$ cat config.mk
export PLATFORM = sky130hd
export DESIGN_NAME = multi_run_detector
export DESIGN_NICKNAME = d
export VERILOG_FILES = /design/src/rtl/multi_run_detector.sv
export SDC_FILE = /design/constraint.sdc
export NUM_CORES = 1
export LEC_CHECK = 0
export BUFFER_PORTS_ARGS = -buffer_cell sky130_fd_sc_hd__buf_2
export CORE_MARGIN = 2
export CORE_UTILIZATION = 60
export CTS_CLUSTER_SIZE = 40
export DETAILED_ROUTE_END_ITERATION = 10
export PLACE_DENSITY = 0.84
export REMOVE_ABC_BUFFERS = 1
export SYNTH_ARGS = -nofsm -noshare
export SYNTH_HDL_FRONTEND = slang
export SYNTH_SLANG_ARGS = --single-unit
$ cat constraint.sdc
create_clock -name clk -period 3.5 [get_ports clk]
set_input_delay 0.7 -clock clk [delete_from_list [all_inputs] [get_ports clk]]
set_output_delay 0.7 -clock clk [all_outputs]
set_load 0.1 [all_outputs]
$ cat src/rtl/multi_run_detector.sv
// Per-channel Moore run/gap detector with saturating hit counters; z is registered state decode, 1-edge latency.
// No backpressure: every channel samples w on every rising edge; en low parks a channel in IDLE.
module multi_run_detector #(
    parameter int CH      = 4,
    parameter int RUN_LEN = 3,
    parameter int CNT_W   = 8
) (
    input  logic                  clk,
    input  logic                  reset,
    input  logic [CH-1:0]         en,
    input  logic [CH-1:0]         w,
    input  logic                  clr_cnt,
    output logic [CH-1:0]         z,
    output logic                  any_z,
    output logic [CH*CNT_W-1:0]   hit_cnt
);

    localparam int              CW          = $clog2(RUN_LEN);
    localparam logic [CW:0]     RUN_END     = (CW+1)'(RUN_LEN);
    localparam logic [CW-1:0]   CNT_ONE     = CW'(1);
    localparam logic [CW-1:0]   CNT_REENTRY = CW'(RUN_LEN - 1);
    localparam logic [CW:0]     INC_ONE     = (CW+1)'(1);
    localparam logic [CNT_W-1:0] HCNT_MAX   = '1;

    typedef enum logic [2:0] {
        ST_IDLE  = 3'd0,
        ST_COUNT = 3'd1,
        ST_HIT   = 3'd2,
        ST_GAP   = 3'd3,
        ST_PULSE = 3'd4
    } state_e;

    for (genvar i = 0; i < CH; i++) begin : g_ch
        state_e             state_q, state_d;
        logic [CW-1:0]      cnt_q, cnt_d;
        logic [CW:0]        cnt_inc;
        logic               cnt_ok;
        logic               z_next;
        logic               z_rise;
        logic [CNT_W-1:0]   hcnt_q, hcnt_d;

        always_comb begin
            state_d = ST_IDLE;
            cnt_d   = '0;
            cnt_inc = {1'b0, cnt_q} + INC_ONE;
            // A COUNT state carrying an out-of-range run length is treated as corrupt.
            cnt_ok  = (cnt_q != '0) && ({1'b0, cnt_q} < RUN_END);
            if (en[i]) begin
                case (state_q)
                    ST_IDLE: begin
                        if (w[i]) begin
                            state_d = ST_COUNT;
                            cnt_d   = CNT_ONE;
                        end
                    end
                    ST_COUNT: begin
                        if (!cnt_ok) begin
                            state_d = ST_IDLE;
                        end else if (!w[i]) begin
                            state_d = ST_GAP;
                        end else if (cnt_inc == RUN_END) begin
                            state_d = ST_HIT;
                        end else begin
                            state_d = ST_COUNT;
                            cnt_d   = cnt_inc[CW-1:0];
                        end
                    end
                    ST_HIT: begin
                        state_d = w[i] ? ST_HIT : ST_GAP;
                    end
                    ST_GAP: begin
                        state_d = w[i] ? ST_PULSE : ST_IDLE;
                    end
                    ST_PULSE: begin
                        if (w[i]) begin
                            state_d = ST_COUNT;
                            cnt_d   = CNT_REENTRY;
                        end else begin
                            state_d = ST_GAP;
                        end
                    end
                    default: begin
                        state_d = ST_IDLE;
                    end
                endcase
            end
        end

        assign z[i]   = (state_q == ST_HIT) || (state_q == ST_PULSE);
        assign z_next = (state_d == ST_HIT) || (state_d == ST_PULSE);
        assign z_rise = z_next && !z[i];

        always_comb begin
            hcnt_d = hcnt_q;
            if (clr_cnt) begin
                hcnt_d = '0;
            end else if (z_rise && (hcnt_q != HCNT_MAX)) begin
                hcnt_d = hcnt_q + 1'b1;
            end
        end

        always_ff @(posedge clk or posedge reset) begin
            if (reset) begin
                state_q <= ST_IDLE;
                cnt_q   <= '0;
                hcnt_q  <= '0;
            end else begin
                state_q <= state_d;
                cnt_q   <= cnt_d;
                hcnt_q  <= hcnt_d;
            end
        end

        assign hit_cnt[i*CNT_W +: CNT_W] = hcnt_q;
    end

    assign any_z = |z;

endmodule

* Word-level counts from Yosys, hierarchy flattened
Cells that the tools add are included.
Storage, ports and cells: register bits 52, bits of input ports 11, output and inout port bits 37, logic and storage cells 165
Operators by class: reduce and logical (&&, ||, !) cells 37, $lt $le $gt $ge 4, equality and inequality tests 32, muxes and demuxes 72, add/subtract/negate cells 8
Operators by type and width (count):
- 2-bit two-way mux | 36
- 8-bit two-way mux | 8
- 3-bit one-hot mux with 5 select lines | 4
- 3-bit by 2-bit == test with 1-bit output (second input constant) | 16
- 8-bit by 1-bit adder with 8-bit output (second input constant) | 4
- 8-bit != test (second input constant) | 4
- 3-bit == test (second input constant) | 8
- 3-bit two-way mux | 8
- 2-bit one-hot mux with 3 select lines | 4
- 2-bit nonzero test | 8
- 2-bit by 1-bit adder with 3-bit output (second input constant) | 4
- 3-bit by 1-bit == test with 1-bit output (second input constant) | 4
- 1-bit logical AND | 12
- 3-bit zero test | 4
- 1-bit two-way mux | 12
- 1-bit logical OR | 8
- 2-bit < comparator (second input constant) | 4
- 1-bit zero test | 4
- 4-bit OR reduction | 1

* Logic depth before layout (Yosys ltp)
word-level depth 13, depth in mapped cells 8, gate-level depth less buffers 7

* Least setup slack after synthesis
OpenSTA, ideal clock, no wires.
path type reg-to-output, from register g_ch[3].state_q[1], to output port any_z, path buffers 1, arrival time 2.827 ns, stages on the path, launching flop included 5, required time 2.800 ns, setup slack -0.027 ns, cells stage by stage dfrtp_1 > clkbuf_1 > xnor2_1 > nor2_1 > or4_1
On the way: word-level cells in the longest chain between the ends 3, elaborated cells on any way between the ends 4, those cells by class eq/ne: 2; reduce/logical: 2
RTL lines:
- start: declaration | line 34 | state_e state_q, state_d;
- start signal: assignment | line 108 | state_q <= state_d;
- 3-bit by 2-bit == test with 1-bit output or 3-bit == test (tied branches) | line 89 | assign z[i] = (state_q == ST_HIT) || (state_q == ST_PULSE);
- 1-bit logical OR * | line 89
- via z[3] | line 13 | output logic [CH-1:0] z,
- 4-bit OR reduction * | line 117 | assign any_z = |z;
- end: declaration | line 14 | output logic any_z,
The timed path passes the listed nets; every way through them passes the cells marked *.

* Worst setup path after layout
from register g_ch[2].state_q[2], to output port any_z
On the way: word-level cells in the longest chain between the ends 3, elaborated cells on any way between the ends 4, those cells by class eq/ne: 2; reduce/logical: 2
RTL lines (line):
- start: declaration | 34
- start signal: assignment | 108
- 3-bit by 2-bit == test with 1-bit output or 3-bit == test (tied branches) | 89
- 1-bit logical OR * | 89
- 4-bit OR reduction * | 117
Mark *: on every way between the ends. The rest lies on a longest branch, timed or not.

==> run summary <==
The final weighted congestion of routability-driven global placement came out at 0.846. The total core area came out at slightly above 5000 um2. The final critical-path share of the clock period came out at 0.738.

The number of global-route vias before repair came out at 2,544. The die height is 76.4 um. The cell sitting at the root of the clock tree is a clkbuf_8.

Hold timing on the final database bottoms out at a slack of about 0.57 ns. Yosys mapped the design onto between 40 and 50 distinct sky130hd cell types. The setup slack on the worst flop-to-flop path came out at roughly 1.1 ns.

Synthesis produced around 350 cells. The setup-violating endpoint count in the final report came out at 0. The relative max-transition margin came out at 0.275. The post-detailed-route DRC marker count came out at 0. The required time at the worst-slack endpoint is 2.80 ns. The CTS tree is yes. The leakage power is 1.57 nW. The clock latency on the worst-skew pair came out at roughly 0.30 ns. The critical path class is reg -> out. The total power divided by cell area is approximately 310 nW/um2. The total of flip-flops plus latches after synthesis came out at between 50 and 60. The placement-stage worst setup slack is about 0.9 ns.

The initial utilization of the core area, before any placement, comes to 0.620. The flow ran to the end, and the final reports show no timing, DRC or antenna violations. The TritonCTS sink count came out at 52. The instance count along the most critical hold path came out at 2.

Relative to the synthesized area, the layout overhead comes to 11.2%. The initial antenna violation count is 0. The overflow left after global routing is 0.

The per-cell via count in the routed design came out at 5.90. The biggest cell delay along the critical path is approximately 0.5 ns. After synthesis, the mean cell area works out to about 9.1 um2. The worst setup path is launched from a register. On the critical path the largest part of the delay comes from simple AND/OR/NAND/NOR gates. The maximum number of pins on one net before global-route repair came out at 53. Port buffering added 47 buffers.

The number of optimization iterations in the first detailed-route pass came out at 4. The clock period could shrink to ~2.6 ns. The number of buffers added to fix hold violations after cts came out at 0. After clock tree synthesis, the clock-pin slew on the worst setup and hold paths is around 0.09 ns. The post-CTS setup buffer count came out at 0.

The startpoint of the tightest hold check path is g_ch[3].hcnt_q[5]. The sequential area share after synthesis is 0.414. The number of enable flip-flop cells after synthesis is 0. The reg-to-reg critical path startpoint is g_ch[1].cnt_q[0]. The total routing resource utilization after global routing is 0.232. The critical path goes through xnor2_1 -> nor2_1 -> or4_1 -> buf_2. The worst vdd rail ir drop came out at approximately 0.31 mV.

The depth of the worst register-to-register path came out at 6. The largest individual stage delay along the critical path comes from the cell or4_1. On the final layout, the worst clock skew is 0.00655 ns. The post-CTS resize count is 0. The total clock buffers created by CTS is 5. The detailed-route wire length came out at ~6400 um. The overall power came out at between 1 and 1.5 mW. The placed wire-length estimate after detailed placement is roughly 4600 um. Across all layers, the routed design uses ~2,700 vias. From left edge to right edge, the die measures 76.4 um. The total of max-cap violations came out at 0.

The full die area came out at between 5000 and 6000 um2. The measured slew at the worst slew-check pin is around 1.1 ns. The worst setup path is captured at a primary output. The worst setup margin came out at 0.918 ns. Of all nets on the critical path, the largest fanout is 8.

The reg-to-reg endpoint is g_ch[1].hcnt_q[3]. The number of warnings issued by yosys is 0. The total negative setup slack came out at 0 ns.

The path with the worst hold slack has its endpoint at g_ch[3].hcnt_q[5]. The mapped netlist covers about 3100 um2. The fmax came out at a little under 400 MHz. The fraction of layout instances using a drive strength above 1 came out at 0.178.

Setup repair after global routing left no endpoint under its margin. The initial DRC count is between 150 and 200. In this run the remaining antenna-violating nets after routing total 0. The most used flip-flop cell after synthesis is dfrtp_1. Dividing the detail-routed wire length by the instance count gives 14.1 um.

The data arrival at the endpoint of the critical path came out at between 1.5 and 2 ns. The buffer levels on the longest clock path came out at 2. After filler insertion, the fill cell instance count of the layout stands at approximately 420.

The number of max-slew violations in the final report was 0. During I/O placement, the number of pins put on the boundary was between 40 and 50. The final hold violation count came out at 0. The final net count is a little over 400.

The first global-routing pass estimated between 10,000 and 15,000 um of wire. The buffer and inverter count on the worst path came out at 1. 0 antenna diodes ended up in the layout. The H-tree was split into 2 levels. The floorplan has 26 rows. The path class of the tightest hold or removal check is reg -> reg.

The post-synthesis async set-or-reset flop share is 1.00.
final cells by class:
| class | count | area, um2 | share of cell area |
|---|---|---|---|
| Clock buffer | 8 | 90.1 | 0.0258 |
| Inverter | 16 | 60.1 | 0.0172 |
| Multi-Input combinational cell | 263 | 1710 | 0.490 |
| Sequential cell | 52 | 1300 | 0.372 |
| Tap cell | 70 | 87.6 | 0.0251 |
| Timing Repair Buffer | 48 | 243 | 0.0694 |
layer usage:
metal  global-route usage  vias to the layer above  wire, um
met5                    0                        -         0
met4               0.0727                        0        81
met3               0.0415                        7       277
met2                0.409                       64      3240
met1                0.289                     1307      2850
li1                     -                     1318         -
flip-flops by register name (all words and copies together) (netlist names):
| signal | cells |
|---|---|
| g_ch.state_q | 12 |
| g_ch.hcnt_q | 32 |
| g_ch.cnt_q | 8 |
Yosys cell counts (all sizes together) (5+ instances only):
cell type / n / area share
inv: 16 / 0.019
o21ai: 6 / 0.0096
a21oi: 27 / 0.043
nor3: 11 / 0.018
o31ai: 9 / 0.021
nand4: 7 / 0.014
nor2b: 17 / 0.035
nand2: 25 / 0.030
or4: 11 / 0.026
dfrtp: 52 / 0.41
xor2: 5 / 0.014
clkbuf: 14 / 0.017
ha: 16 / 0.064
mux2: 10 / 0.036
nor2: 31 / 0.037
nand2b: 11 / 0.022
nand3: 22 / 0.035
cell usage in the layout (no fill, tap or decap), types with 3 or more instances in the layout:
cell / count
a211oi_1: 4
a21oi_1: 27
and3_1: 3
and4_1: 3
buf_2: 47
clkbuf_8: 6
dfrtp_1: 52
ha_1: 16
inv_1: 15
mux2_2: 10
nand2_1: 25
nand2b_1: 11
nand3_1: 22
nand3b_1: 4
nand4_1: 7
nand4b_1: 3
nor2_1: 31
nor2b_1: 16
nor3_1: 11
o21a_1: 4
o21ai_0: 6
o31ai_1: 9
or3_1: 4
or4_1: 11
xnor2_1: 4
xor2_1: 5
worst max path at each step:
stage	cells past startpoint	start	endpoint	slack, ns
2_1_floorplan	3	g_ch[3].state_q[1]	any_z	0.06
3_3_place_gp	6	w[1]	g_ch[1].hcnt_q[7]	1.01
3_5_place_dp	6	w[1]	g_ch[1].hcnt_q[3]	0.90
4_1_cts	4	g_ch[2].state_q[2]	any_z	0.92
5_1_grt	4	g_ch[3].state_q[1]	any_z	0.83
6_report	4	g_ch[2].state_q[2]	any_z	0.92
metrics by stage:
step / std cells / cell area [um2] / utilization
after floorplan: 331 / 3080 / -
after global placement: 449 / 3410 / 0.671
after detailed placement: 449 / 3410 / 0.671
after CTS: 457 / 3500 / 0.689
after global routing: 457 / 3500 / 0.689
final: 457 / 3500 / 0.689
logic make-up (layout without fill, tap and decap cells):
logic type	after synthesis	count (layout)	synth area share
buf+inv	32	72	0.0410
compound gates	64	64	0.134
xor+xnor	9	9	0.0251
simple gates	162	162	0.280
fa+ha+maj	16	16	0.0637
mux	12	12	0.0422
flops	52	52	0.414
power by group:
group | internal, mW | switching [mW]
clock | 0.162 | 0.190
sequential | 0.608 | 0.0110
combinational | 0.0332 | 0.0732
worst reg2reg max path, delay by kind of cell, from the launching register on:
kind                     cells  cell delay (ns)
AO/OA/AOI/OAI                3             0.97
adder cells (fa/ha/maj)      1             0.36
buffers and inverters        1             0.06
flip-flops                   1             0.36
AND/OR/NAND/NOR              1             0.54
Power figures use the tool's default switching activity.
